**src/rtl/zh01_plasticity_engine.sv**
```systemverilog
// Multi-channel three-factor plasticity engine: per-channel eligibility traces that decay each
// time step, and a reward-triggered scan that streams saturated weight deltas over valid/ready.
`timescale 1ns/1ps

module zh01_plasticity_engine #(
    parameter int N_CH            = 8,
    parameter int TW              = 8,
    parameter int RW              = 8,
    parameter int WW              = 16,
    parameter int ETA_SHIFT       = 4,
    parameter int DECAY_SHIFT     = 3,
    parameter int TRACE_INC       = 32,
    parameter int CLEAR_ON_REWARD = 1
) (
    input  logic                      clk,
    input  logic                      rst_n,
    input  logic                      in_valid,
    output logic                      in_ready,
    input  logic [N_CH-1:0]           pre_spk,
    input  logic [N_CH-1:0]           post_spk,
    input  logic                      rew_valid,
    output logic                      rew_ready,
    input  logic signed [RW-1:0]      reward,
    output logic                      dw_valid,
    input  logic                      dw_ready,
    output logic [$clog2(N_CH)-1:0]   dw_ch,
    output logic signed [WW-1:0]      dw_data,
    output logic                      busy
);

    localparam int KW = $clog2(N_CH);
    localparam int PW = TW + RW + 1;
    localparam logic [TW:0] INC = (TW + 1)'(TRACE_INC);
    localparam longint DW_MAX = (longint'(1) <<< (WW - 1)) - 1;
    localparam longint DW_MIN = -(longint'(1) <<< (WW - 1));

    typedef enum logic [1:0] {IDLE, CALC, EMIT, DONE} state_t;

    state_t                state;
    logic [KW-1:0]         k;
    logic signed [RW-1:0]  r_q;
    logic [TW-1:0]         trace      [N_CH];
    logic [TW-1:0]         trace_step [N_CH];
    logic [TW-1:0]         decay_shr  [N_CH];
    logic [TW-1:0]         decay_amt  [N_CH];
    logic [TW:0]           sum_w      [N_CH];

    logic                  step_fire;
    logic                  rew_fire;
    logic                  k_last;
    logic signed [PW-1:0]  prod;
    logic signed [PW-1:0]  q;
    longint                q_wide;
    logic signed [WW-1:0]  q_sat;
    logic                  q_nz;

    // A reward pending in IDLE blocks the step so the scan sees the pre-step traces.
    assign in_ready  = (state == IDLE) && !rew_valid;
    assign rew_ready = (state == IDLE);
    assign busy      = (state != IDLE);
    assign step_fire = in_valid && in_ready;
    assign rew_fire  = rew_valid && rew_ready;
    assign k_last    = (k == KW'(N_CH - 1));

    // NOTE: every variable written here gets a value on every path, so no latches are inferred.
    always_comb begin
        for (int i = 0; i < N_CH; i++) begin
            decay_shr[i]  = trace[i] >> DECAY_SHIFT;
            decay_amt[i]  = (decay_shr[i] == '0) ? TW'(trace[i] != '0) : decay_shr[i];
            sum_w[i]      = {1'b0, trace[i] - decay_amt[i]}
                          + (((pre_spk[i] & post_spk[i]) != 1'b0) ? INC : '0);
            trace_step[i] = sum_w[i][TW] ? '1 : sum_w[i][TW-1:0];
        end
    end

    // Trace is unsigned, so it is widened with a zero sign bit before the signed multiply.
    always_comb begin
        prod   = PW'($signed({1'b0, trace[k]})) * PW'(r_q);
        q      = prod >>> ETA_SHIFT;
        q_wide = longint'(q);
        if (q_wide > DW_MAX)      q_sat = WW'(DW_MAX);
        else if (q_wide < DW_MIN) q_sat = WW'(DW_MIN);
        else                      q_sat = WW'(q);
        q_nz   = (q != '0);
    end

    // NOTE: the traces are a register file, not RAM, so they take the async reset like any flop.
    always_ff @(posedge clk or negedge rst_n) begin
        if (!rst_n) begin
            for (int i = 0; i < N_CH; i++) trace[i] <= '0;
        end else if (state == DONE && CLEAR_ON_REWARD != 0) begin
            for (int i = 0; i < N_CH; i++) trace[i] <= '0;
        end else if (step_fire) begin
            for (int i = 0; i < N_CH; i++) trace[i] <= trace_step[i];
        end
    end

    // NOTE: sequential state uses non-blocking assignments so all flops update from pre-edge values.
    always_ff @(posedge clk or negedge rst_n) begin
        if (!rst_n) begin
            state    <= IDLE;
            k        <= '0;
            r_q      <= '0;
            dw_valid <= 1'b0;
            dw_ch    <= '0;
            dw_data  <= '0;
        end else begin
            case (state)
                IDLE: begin
                    if (rew_fire) begin
                        r_q   <= reward;
                        k     <= '0;
                        state <= CALC;
                    end
                end
                CALC: begin
                    if (q_nz) begin
                        dw_data  <= q_sat;
                        dw_ch    <= k;
                        dw_valid <= 1'b1;
                        state    <= EMIT;
                    end else if (k_last) begin
                        state <= DONE;
                    end else begin
                        k <= k + 1'b1;
                    end
                end
                EMIT: begin
                    if (dw_ready) begin
                        dw_valid <= 1'b0;
                        if (k_last) begin
                            state <= DONE;
                        end else begin
                            k     <= k + 1'b1;
                            state <= CALC;
                        end
                    end
                end
                DONE:    state <= IDLE;
                default: state <= IDLE;
            endcase
        end
    end

endmodule

```
**config.mk**
```make
export PLATFORM = sky130hd
export DESIGN_NAME = zh01_plasticity_engine
export DESIGN_NICKNAME = d
export VERILOG_FILES = /design/src/rtl/zh01_plasticity_engine.sv
export SDC_FILE = /design/constraint.sdc
export NUM_CORES = 1
export LEC_CHECK = 0
export ABC_AREA = 0
export BUFFER_PORTS_ARGS = -buffer_cell sky130_fd_sc_hd__buf_2
export CAP_MARGIN = 25
export CORE_MARGIN = 3
export CORE_UTILIZATION = 60
export DETAILED_ROUTE_END_ITERATION = 12
export PLACE_DENSITY = 0.82
export SLEW_MARGIN = 20
export SYNTH_ARGS = -nofsm -noshare
export SYNTH_HDL_FRONTEND = slang
export SYNTH_SLANG_ARGS = --single-unit
```
**constraint.sdc**
```tcl
create_clock -name clk -period 21.3 [get_ports clk]
set_clock_uncertainty 0.2 [all_clocks]
set_input_delay 1.065 -clock clk [delete_from_list [all_inputs] [get_ports clk]]
set_output_delay 1.065 -clock clk [all_outputs]
set_load 0.02 [all_outputs]
```
==> metrics.cfg <==
[cts]
numCtsBuffers=9
cts-root-buf=clkbuf_16
cts_setup_buffers=0
cts.repair.resized=0
cts_tree=built
htree_num_levels=3
cts.clk_slew.worst_paths_ps=70
cts_hold_buf=0
clk_latency_ps=360
clk_path_buf_depth=2
clock_sinks=95

[die]
fp.dieArea_um2=17200
fp-row-count=45
core_um2=15300
die_h_um=131
dieWidth_um=131
io_pins=52
initial_utilization=0.614

[synth]
synth_ff_type=dfrtp_1
yosys-top-cells-count=inv_1 (124), ha_1 (101), dfrtp_1 (95), o21ai_0 (79), a21oi_1 (70)
ys.warnings.count=0
netlist.area_leader.share=0.254
synth_edf_count=0
synth_top_area_cell=dfrtp_1
asyncSetResetFlopFracSynth=1.00
synth_most_common_cell=inv_1
ys_types=62
synth_area_per_cell_um2=9.18
synth_area_leaders=dfrtp_1 (25%), ha_1 (13%), fa_1 (9.4%), inv_1 (5.0%), xnor2_1 (4.4%)
synthesis.area_um2=9370
synthesis.nets=1195
synth_cells=1021
yosysSeqAreaShare=0.254
synth_seq_cells=95

[worst_setup_path]
critPathRequiredTime_ps=21340
critPathLaunchType=register
slowest_stage=o41ai_4
worstPathArrival_ps=7640
end_kind=register
path_common_cell=fa_1
slowest_delay_ps=970
path_class=reg2reg
cp_max_fo=21
path_cells=mux4_2, mux2i_1, nor2b_1, fa_1, fa_1, fa_1, inv_1, fa_1, inv_1, ha_1, o211ai_2, a211oi_2, or2_1, a221oi_1, and2_1, o41ai_4, mux2_2

[route]
detail_route.wl_per_cell_um=16.6
drc=0
routed-via-count=7413
drt-pass1-iter-count=5
via_per_inst=5.86
wl_um=21000
ant_nets=0
drt_iter0_markers=527

[placement]
port_buffers=51
hpwl_um=15500
gp_congestion=0.900
dp_slack_ps=13720

[grt]
grt_pass1_wl_um=34800
grt_use_total=0.254
first_global_vias=7173
overflow=0
antenna_found_initial=0
grt_max_degree=75

[final_layout]
antenna_cells=0
drive_above_1_share=0.115
final_nets=1223
fill_cells=1206
regArea_um2=2380
syn2layout_area_growth_pct=7.62
multi_input_area_um2=6350

[timing]
finalCritPeriodShare=0.357
worst-slew-pin-transition_ps=993
rsz0062_at_grt=no
maxSlewHeadroom=0.336
setup_viol=0
setup_slack_ps=13700
clock.fmax_ghz=0.132
fin_crit_ps=7600
slew_violations=0
fin_tns_setup_ps=0
hold_viol_final=0

[hold_path]
hold_path.class=reg2reg

[run_status]
status=completed

[run]
max_cap_viol_count=0

==> worst max-delay path: cells and delay by family (launching register included) <==
family | cells | cell delay (ps)
buf+inv | 2 | 100
mux | 3 | 1590
compound gates | 4 | 1530
simple gates | 3 | 600
fa+ha+maj | 5 | 2540
flops | 1 | 900
==> area by class of cell <==
type,instances,share of cell area
Clock inverter,5,0.00806
Sequential cell,95,0.236
Tap cell,211,0.0262
Clock buffer,10,0.0237
Timing Repair Buffer,56,0.0305
Multi-Input combinational cell,763,0.630
Inverter,124,0.0462
==> path summary, 6_finish.rpt <==
check                                            start                        end  slack [ps]  cells after the start
min in group asynchronous                        rst_n       dw_valid$_DFFE_PN0P_         470                      1
worst max register to register        k[1]$_DFFE_PN0P_     dw_data[2]$_DFFE_PN0P_       13700                     17
worst max-delay path                  k[1]$_DFFE_PN0P_     dw_data[2]$_DFFE_PN0P_       13700                     17
max in group asynchronous                        rst_n  decay_shr[10]$_DFFE_PN0P_       19290                      2
worst min-delay path            dw_data[3]$_DFFE_PN0P_     dw_data[3]$_DFFE_PN0P_         280                      1
worst min register to register  dw_data[3]$_DFFE_PN0P_     dw_data[3]$_DFFE_PN0P_         280                      1
==> through the flow <==
step / hold slack [ps] / utilization / instance area (µm²) / cells
5_1_grt: 307 / 0.661 / 10100 / 1264
6_report: 281 / 0.661 / 10100 / 1264
3_3_place_gp: 256 / 0.639 / 9740 / 1248
4_1_cts: 283 / 0.660 / 10100 / 1263
3_5_place_dp: 268 / 0.639 / 9740 / 1248
2_1_floorplan: 349 / - / 9370 / 1021
==> cells by family after synthesis <==
kind of cell	share of synthesized area
AND/OR/NAND/NOR	0.162
AO/OA/AOI/OAI	0.148
buffers and inverters	0.0693
adder cells (fa/ha/maj)	0.233
flip-flops	0.254
multiplexers	0.0845
XOR/XNOR	0.0486
==> placed cells by master, fill, tap and decap left out, types with 9 or more instances in the layout <==
| cell type | synthesis | layout |
|---|---|---|
| a21o_1 | 16 | 16 |
| a21oi_1 | 70 | 70 |
| and2_1 | 16 | 15 |
| buf_2 | 3 | 50 |
| clkbuf_16 | 0 | 9 |
| dfrtp_1 | 95 | 95 |
| fa_1 | 44 | 44 |
| ha_1 | 101 | 100 |
| inv_1 | 124 | 124 |
| mux2_2 | 17 | 17 |
| mux2i_1 | 18 | 18 |
| mux4_2 | 16 | 16 |
| nand2_1 | 44 | 43 |
| nand2b_1 | 15 | 15 |
| nand4_1 | 11 | 11 |
| nor2_1 | 55 | 55 |
| nor2b_1 | 63 | 63 |
| nor3_1 | 31 | 31 |
| o21ai_0 | 79 | 79 |
| xnor2_1 | 47 | 47 |
==> per-layer routing <==
| metal | vias up | routed length (µm) | track usage |
|---|---|---|---|
| li1 | 3589 | - | - |
| met1 | 3636 | 9290 | 0.338 |
| met2 | 158 | 10400 | 0.430 |
| met3 | 30 | 807 | 0.0362 |
| met4 | 0 | 419 | 0.0799 |
| met5 | - | 0 | 0 |
==> sequential cells by signal, indices dropped and copies added, names as in the netlist <==
name       count
decay_shr     40
dw_ch          3
dw_data       14
dw_valid       1
k              3
r_q            8
state          2
trace         24
Power is not shown: default switching activity piles up to over one toggle a cycle in this logic, so the estimate is an artifact.
